$ cat config.mk
export PLATFORM = sky130hd
export DESIGN_NAME = rvv_uop_splitter
export DESIGN_NICKNAME = d
export VERILOG_FILES = /design/src/rtl/rvv_uop_splitter.sv
export SDC_FILE = /design/constraint.sdc
export NUM_CORES = 1
export LEC_CHECK = 0
export CAP_MARGIN = 30
export CORE_ASPECT_RATIO = 0.8
export CORE_MARGIN = 8
export CORE_UTILIZATION = 48
export DETAILED_ROUTE_END_ITERATION = 7
export PLACE_DENSITY_LB_ADDON = 0.1
export SLEW_MARGIN = 15
export SYNTH_ARGS = -nofsm -noshare
export SYNTH_HDL_FRONTEND = slang
export SYNTH_SLANG_ARGS = --single-unit
export TNS_END_PERCENT = 10
$ cat constraint.sdc
create_clock -name clk -period 3.1 [get_ports clk]
set_input_delay 0.93 -clock clk [delete_from_list [all_inputs] [get_ports clk]]
set_output_delay 0.93 -clock clk [all_outputs]
set_load 0.03 [all_outputs]
$ cat src/rtl/rvv_uop_splitter.sv
// Splits an RVV vector instruction into per-register micro-ops according to LMUL.
// Widening split support is enabled by defining RVV_UOP_WIDEN_SPLIT_EN (otherwise widening is rejected).
module rvv_uop_splitter (
  input  logic        clk,
  input  logic        rst,
  input  logic        inst_valid,
  output logic        inst_ready,
  input  logic [31:0] inst_encoding,
  input  logic [2:0]  inst_vsew,
  input  logic [2:0]  inst_vlmul,
  input  logic [7:0]  inst_vl,
  output logic        uop_valid,
  input  logic        uop_ready,
  output logic [31:0] uop_encoding,
  output logic [2:0]  uop_index,
  output logic        uop_last,
  output logic        illegal_pulse
);

  // Handshake: a transfer happens on a rising clk edge where valid && ready;
  // the producer holds payload stable while valid && !ready.

  typedef enum logic {IDLE, SPLIT} state_t;

  localparam logic [6:0] OP_V     = 7'b1010111;
  localparam logic [2:0] OPIVV    = 3'b000;
  localparam logic [2:0] OPMVV    = 3'b010;
  localparam logic [2:0] OPMVX    = 3'b110;
  localparam logic [2:0] OPCFG    = 3'b111;
  localparam logic [2:0] SEW_LAST = 3'b100;

`ifdef RVV_UOP_WIDEN_SPLIT_EN
  localparam logic WIDEN_EN = 1'b1;
`else
  localparam logic WIDEN_EN = 1'b0;
`endif

  state_t      state, state_next;
  logic [31:0] enc_q;
  logic [2:0]  idx_q, last_q;
  logic        widen_q, vd_inc_q, vs1_inc_q;

  logic        accept;
  logic [5:0]  f6;
  logic [2:0]  f3;
  logic [4:0]  vd, vs1, vs2;
  logic [4:0]  lmul_cnt, uop_cnt, last_cnt, src_last, vd_align;
  logic [5:0]  vd_max, vs2_max, vs1_max;
  logic        is_widen, is_red, vd_inc, vs1_inc, misaligned, overflow, illegal;

  assign f6  = inst_encoding[31:26];
  assign vs2 = inst_encoding[24:20];
  assign vs1 = inst_encoding[19:15];
  assign f3  = inst_encoding[14:12];
  assign vd  = inst_encoding[11:7];

  assign inst_ready = (state == IDLE);
  assign accept     = inst_valid && inst_ready;

  // Classification of the instruction presented at the input.
  always_comb begin
    lmul_cnt   = 5'd1;
    case (inst_vlmul)
      3'b001:  lmul_cnt = 5'd2;
      3'b010:  lmul_cnt = 5'd4;
      3'b011:  lmul_cnt = 5'd8;
      default: lmul_cnt = 5'd1;
    endcase
    is_widen   = (inst_encoding[6:0] == OP_V) && ((f3 == OPMVV) || (f3 == OPMVX)) && (f6[5:4] == 2'b11);
    is_red     = ((f3 == OPMVV) && (f6[5:3] == 3'b000)) || ((f3 == OPIVV) && (f6[5:1] == 5'b11000));
    uop_cnt    = is_widen ? (inst_vlmul[2] ? 5'd1 : (lmul_cnt << 1)) : lmul_cnt;
    last_cnt   = uop_cnt - 5'd1;
    src_last   = is_widen ? (last_cnt >> 1) : last_cnt;
    vd_inc     = !is_red;
    vs1_inc    = ((f3 == OPIVV) || (f3 == OPMVV)) && !is_red;
    vd_align   = is_widen ? uop_cnt : lmul_cnt;
    misaligned = (vd_inc && ((vd & (vd_align - 5'd1)) != 5'd0)) ||
                 ((vs2 & (lmul_cnt - 5'd1)) != 5'd0);
    vd_max     = {1'b0, vd}  + (vd_inc  ? {1'b0, last_cnt} : 6'd0);
    vs2_max    = {1'b0, vs2} + {1'b0, src_last};
    vs1_max    = {1'b0, vs1} + (vs1_inc ? {1'b0, src_last} : 6'd0);
    overflow   = vd_max[5] || vs2_max[5] || vs1_max[5];
    illegal    = (inst_encoding[6:0] != OP_V) || (f3 == OPCFG) ||
                 (inst_vsew >= SEW_LAST) || (inst_vlmul == 3'b100) ||
                 (is_widen && ((inst_vlmul == 3'b011) || !WIDEN_EN)) ||
                 misaligned || overflow;
  end

  always_comb begin
    state_next = state;
    case (state)
      IDLE:  if (accept && !illegal && (inst_vl != 8'd0)) state_next = SPLIT;
      SPLIT: if (uop_ready && (idx_q == last_q)) state_next = IDLE;
      default: state_next = IDLE;
    endcase
  end

  always_ff @(posedge clk or posedge rst) begin
    if (rst) state <= IDLE;
    else     state <= state_next;
  end

  always_ff @(posedge clk or posedge rst) begin
    if (rst) begin
      enc_q         <= '0;
      idx_q         <= '0;
      last_q        <= '0;
      widen_q       <= 1'b0;
      vd_inc_q      <= 1'b0;
      vs1_inc_q     <= 1'b0;
      illegal_pulse <= 1'b0;
    end else begin
      illegal_pulse <= 1'b0;
      if (accept) begin
        enc_q         <= inst_encoding;
        idx_q         <= '0;
        last_q        <= last_cnt[2:0];
        widen_q       <= is_widen;
        vd_inc_q      <= vd_inc;
        vs1_inc_q     <= vs1_inc;
        // A zero-length instruction is silently consumed even if malformed.
        illegal_pulse <= illegal && (inst_vl != 8'd0);
      end else if ((state == SPLIT) && uop_ready) begin
        idx_q <= (idx_q == last_q) ? 3'd0 : idx_q + 3'd1;
      end
    end
  end

  // Register-field rewrite; legality checks guarantee none of these sums wrap.
  logic [4:0] step_full, step_src, vd_out, vs2_out, vs1_out;

  always_comb begin
    step_full = {2'b00, idx_q};
    step_src  = widen_q ? {3'b000, idx_q[2:1]} : step_full;
    vd_out    = vd_inc_q  ? enc_q[11:7]  + step_full : enc_q[11:7];
    vs2_out   = enc_q[24:20] + step_src;
    vs1_out   = vs1_inc_q ? enc_q[19:15] + step_src : enc_q[19:15];
  end

  assign uop_valid    = (state == SPLIT);
  assign uop_index    = idx_q;
  assign uop_last     = (state == SPLIT) && (idx_q == last_q);
  assign uop_encoding = (state == SPLIT) ?
                        {enc_q[31:25], vs2_out, vs1_out, enc_q[14:12], vd_out, enc_q[6:0]} : 32'd0;

endmodule

# After elaboration in Yosys (flattened, before gate mapping)
# Index checks and enable logic that the tools add are counted.
dict set report word_totals {
  reg_bits 43
  inputBits 50
  out_inout_bits 39
}
dict set report op_classes {
  n_bitwise 3
  n_lt_le_gt_ge 1
  n_reduce_logical 33
  n_eq_ne 12
  add_sub_neg 10
  mux 18
}
# op n
set ops {}
lappend ops {{$mux W5} 8}
lappend ops {{$mux W32} 1}
lappend ops {{$add A5 B5 Y6} 3}
lappend ops {{$add A5 B3 Y5} 3}
lappend ops {{$sub A5 B1 Y5 const B} 3}
lappend ops {{$logic_and A1 B1 Y1} 13}
lappend ops {{$logic_or A1 B1 Y1} 12}
lappend ops {{$mux W3} 4}
lappend ops {{$pmux W4 S3} 1}
lappend ops {{$and A5 B5 Y5} 2}
lappend ops {{$reduce_bool A5 Y1} 2}
lappend ops {{$eq A3 B2 Y1 const B} 3}
lappend ops {{$eq A3 B3 Y1 const B} 3}
lappend ops {{$reduce_bool A8 Y1} 1}
lappend ops {{$eq A7 B7 Y1 const B} 1}
lappend ops {{$ne A7 B7 Y1 const B} 1}
lappend ops {{$logic_not A3 Y1} 2}
lappend ops {{$eq A5 B5 Y1 const B} 1}
lappend ops {{$add A3 B1 Y3 const B} 1}
lappend ops {{$eq A3 B1 Y1 const B} 1}
lappend ops {{$eq A3 B3 Y1} 1}
lappend ops {{$ge A3 B3 Y1 const B} 1}
lappend ops {{$mux W1} 3}
lappend ops {{$eq A2 B2 Y1 const B} 1}
lappend ops {{other kinds (4)} 5}

# Depth between registers and ports, before layout
dict set report depth {
  depth_word 18
  ltp_mapped 13
}

# Least setup slack after synthesis
# No wires, ideal clock.
dict set report synth_path {
  path_type {input-to-reg}
  from {in inst_encoding[12]}
  to {reg state, in the netlist uop_valid}
  path_buffers 0
  path_stages 13
  required_ns 3.034
  setup_time_ns 0.066
  arrival_ns 3.250
  slack_ns -0.215
  path_cell_list {nand4b_1 nor3_2 xnor2_1 or3_1 ha_1 nor2_1 ha_1 nand3_1 nor2_1 o2111ai_1 nand4_1 nor4_2 a22o_1}
}
dict set report synth_between {
  elab_chain_cells 18
  elab_cells_between_ends 40
  cone_classes {5 x add/sub; 3 x eq/ne; 7 x mux; 1 x bitwise; 24 x reduce/logical}
}
# item line
set synth_rtl {}
lappend synth_rtl {{from (decl)} 8} ;# input logic [31:0] inst_encoding,
lappend synth_rtl {{branches (longest 12 deep; another with $add A5 B5 Y6)} --}
lappend synth_rtl {{$logic_or A1 B1 Y1 *} 86} ;# misaligned || overflow;
lappend synth_rtl {{$logic_not A1 Y1 *} 92} ;# IDLE: if (accept && !illegal && (inst_vl != 8'd0)) state_next = SPLIT;
lappend synth_rtl {{$logic_and A1 B1 Y1 * (2 in a row)} 92}
lappend synth_rtl {{$mux W1 *} 92}
lappend synth_rtl {{$pmux W1 S2 *} 91} ;# case (state)
lappend synth_rtl {{net state_next} 38} ;# state_t state, state_next;
lappend synth_rtl {{to (signal assigned)} 100} ;# else state <= state_next;
lappend synth_rtl {{to (decl)} 38}
# Mark *: on every way through the listed nets, which the timed path passes.
# A chain may end at the register's enable or synchronous reset.

# Final worst setup path
# Same ends and word-level chain as after synthesis.

==> flow_summary.json <==
{
  "status": "complete, but fails checks",
  "violations": "negative setup slack",
  "drc": 0,
  "vias_per_cell": 5.338,
  "skew_ns": 0.005217,
  "clock_path_buffers": 2,
  "cp.arrival_ns": 3.46,
  "yosys_warnings": 0,
  "fmax_ghz": 0.3109,
  "cp_common_cell": "ha_4",
  "total_power_mw": 1.315,
  "rsz0062_at_grt": "true",
  "async_flop_share": 1.000,
  "powerDensity_nw_per_um2": 289.8,
  "wl_mm": 9.873,
  "antenna_left": 0,
  "crit_type": "primary input to flop",
  "grt_pass1_wl_mm": 15.87,
  "cts_tree": "done",
  "gp_congestion": 0.9208,
  "cpLargestDelayFamily": "simple AND/OR/NAND/NOR gates",
  "synth.most_common_cell": "nand2_1",
  "n_antenna_cell": 0,
  "synth_edf_count": 0,
  "utilization": 0.7598,
  "die_h_um": 86.69,
  "synth_flop_cell": "dfrtp_1",
  "ys_seq_area_frac": 0.3589,
  "min_period_ns": 3.216,
  "crit_fanout": 2,
  "final_layout_size_suffix_gt1_frac": 0.2401,
  "track_usage": 0.2142,
  "slowest_stage": "or3_4",
  "first_iter_violations": 181,
  "crit_path_end_kind": "flop",
  "yosysUniqueCellTypes": 50,
  "synth_area_um2": 2998,
  "ios": 89,
  "syn_avg_cell_area_um2": 8.146,
  "maxCapViolCount": 0,
  "grt_antenna_before_repair": 0,
  "start_kind": "primary input",
  "yosysTopAreaCell": "dfrtp_1",
  "io_buffers": 86,
  "ys_seq_elements": 43,
  "final_max_slew_viol_count": 0,
  "core.rowCount": 25,
  "grt_max_degree": 27,
  "path_buf_inv": 1,
  "cts_sinks": 43,
  "syn_inst": 368,
  "setup_slack_ns": -0.1161,
  "slowest_delay_ns": 0.38,
  "hold_viol_final": 0,
  "peakVddDrop_v": 0.0001665,
  "p_leak_nw": 2.164,
  "die-area_um2": 9046,
  "path_cells": "buf_6 > nand4b_1 > nor3_4 > xnor2_1 > or3_4 > ha_4 > nor2_4 > ha_4 > nand3_2 > nor2_2 > o2111ai_1 > nand4_1 > nor4_4 > a22o_1",
  "synth_area_leaders": "dfrtp_1 36%, nand2_1 15%, ha_1 10%, and2_1 4.2%, nor2_1 2.5%",
  "setup-violations-final": 5,
  "fin_nets": 580,
  "cts_htree_levels": 2,
  "cts-hold-fix-buffers": 0,
  "path_clk_slew_ns": 0.09,
  "cts_root_buf": "clkbuf_8",
  "synth_top_area_frac": 0.3589,
  "required_ns": 3.34,
  "hold_class": "flop to flop",
  "first_pass_iters": 5,
  "clk_latency_ns": 0.30,
  "hpwl_mm": 7.493,
  "area_delta_synth_final_pct": 51.42,
  "fillerInstances": 451,
  "min_period_over_period": 1.037,
  "grt_pass1_vias": 3188,
  "wl_per_cell_um": 16.88,
  "die_w_um": 104.4,
  "initial_core_util": 0.5018,
  "grt.overflow.total": 0,
  "vias": 3123,
  "core-area_um2": 5974,
  "cts_buffers": 5,
  "synth_common_cells": "120 x nand2_1, 43 x dfrtp_1, 24 x ha_1"
}
[through the flow]
stage               instances  setup WS [ns]  hold slack (ns)  TNS (ns)  instance area [um2]
finish                    585        -0.1161           0.4727   -0.4213                 4539
global route              585        -0.2209           0.4943    -1.084                 4539
CTS                       583        -0.1358           0.4747   -0.4850                 4464
detailed placement        570        -0.9140           0.4540    -2.064                 4258
global placement          570        -0.8041           0.4500    -1.690                 4258
floorplan                 372        -0.2071           0.4374   -0.7964                 3028
[layout by cell type (no fill, tap or decap), types with 4 or more instances in the layout]
master,synthesis,routed
conb_1,1,5
clkdlybuf4s50_1,0,54
xnor2_1,6,6
o21ai_1,4,4
clkbuf_8,0,5
o21ai_0,9,7
buf_4,0,66
a21oi_2,0,4
and2_1,20,20
buf_2,2,6
nand2_1,120,120
a21oi_1,14,10
nor3_1,4,4
nand4_1,4,4
mux2i_1,4,4
ha_1,24,20
dfrtp_1,43,41
dlygate4sd2_1,0,6
nand3_1,7,5
nor2_1,20,18
inv_1,9,8
xor2_1,7,7
nor2b_1,8,6
[worst min-delay path, stage by stage, from the launching register on]
cell     delay, ns
dfrtp_1       0.34
nand2_1       0.05
nand2_1       0.06
[logic make-up (layout without fill, tap and decap cells)]
| kind of cell | after synthesis | count (layout) | share of synthesized area |
|---|---|---|---|
| compound gates | 50 | 50 | 0.1102 |
| xor+xnor | 13 | 13 | 0.03798 |
| fa+ha+maj | 27 | 27 | 0.1202 |
| buf+inv | 25 | 157 | 0.03214 |
| flops | 43 | 43 | 0.3589 |
| mux | 5 | 5 | 0.01711 |
| other cells | 1 | 5 | 0.001251 |
| simple gates | 204 | 204 | 0.3222 |
[registers in the layout, summed over array words and instances, names as in the netlist]
name and cells:
enc_q 32, last_q 3, uop_index 3, illegal_pulse 1, uop_valid 1, vd_inc_q 1
vs1_inc_q 1, widen_q 1
[timing repair]
item                                    CTS  global route
buffers inserted                          5             1
resized for setup                        73             9
pin swaps                                19             4
endpoints found under the setup margin   11            22
[power breakdown]
part	switching, mW	leakage [nW]	total, mW	internal (mW)
logic	0.158	1.59	0.318	0.160
clock network	0.202	0.0412	0.359	0.158
registers	0.0349	0.529	0.638	0.604
total	0.394	2.16	1.32	0.921
[routing by layer]
layer	vias to the layer above	global-route usage	wire, um
li1	1506	-	-
met1	1502	0.2640	4313
met2	99	0.3616	4820
met3	16	0.05411	580
met4	0	0.06422	159
met5	-	0	0
[worst paths after layout]
check	from	end	slack (ns)	depth (start not counted)
max	inst_encoding[12]	uop_valid	-0.12	14
max reg2reg	uop_valid	uop_valid	1.32	6
min reg2reg	enc_q[1]	enc_q[1]	0.47	2
min in group asynchronous	rst	enc_q[26]	0.82	2
min	enc_q[1]	enc_q[1]	0.47	2
max in group asynchronous	rst	widen_q	1.92	3
[cell type report]
cell class,instances,area [um2],share of cell area
inverters,9,33.78,0.007442
clock buffers,6,72.57,0.01599
flip-flops and latches,43,1079,0.2376
clock inverters,2,12.51,0.002756
repair buffers,140,1234,0.2718
well taps,81,101.3,0.02233
multi-input cells,304,2007,0.4421
(Power assumes the default switching activity.)
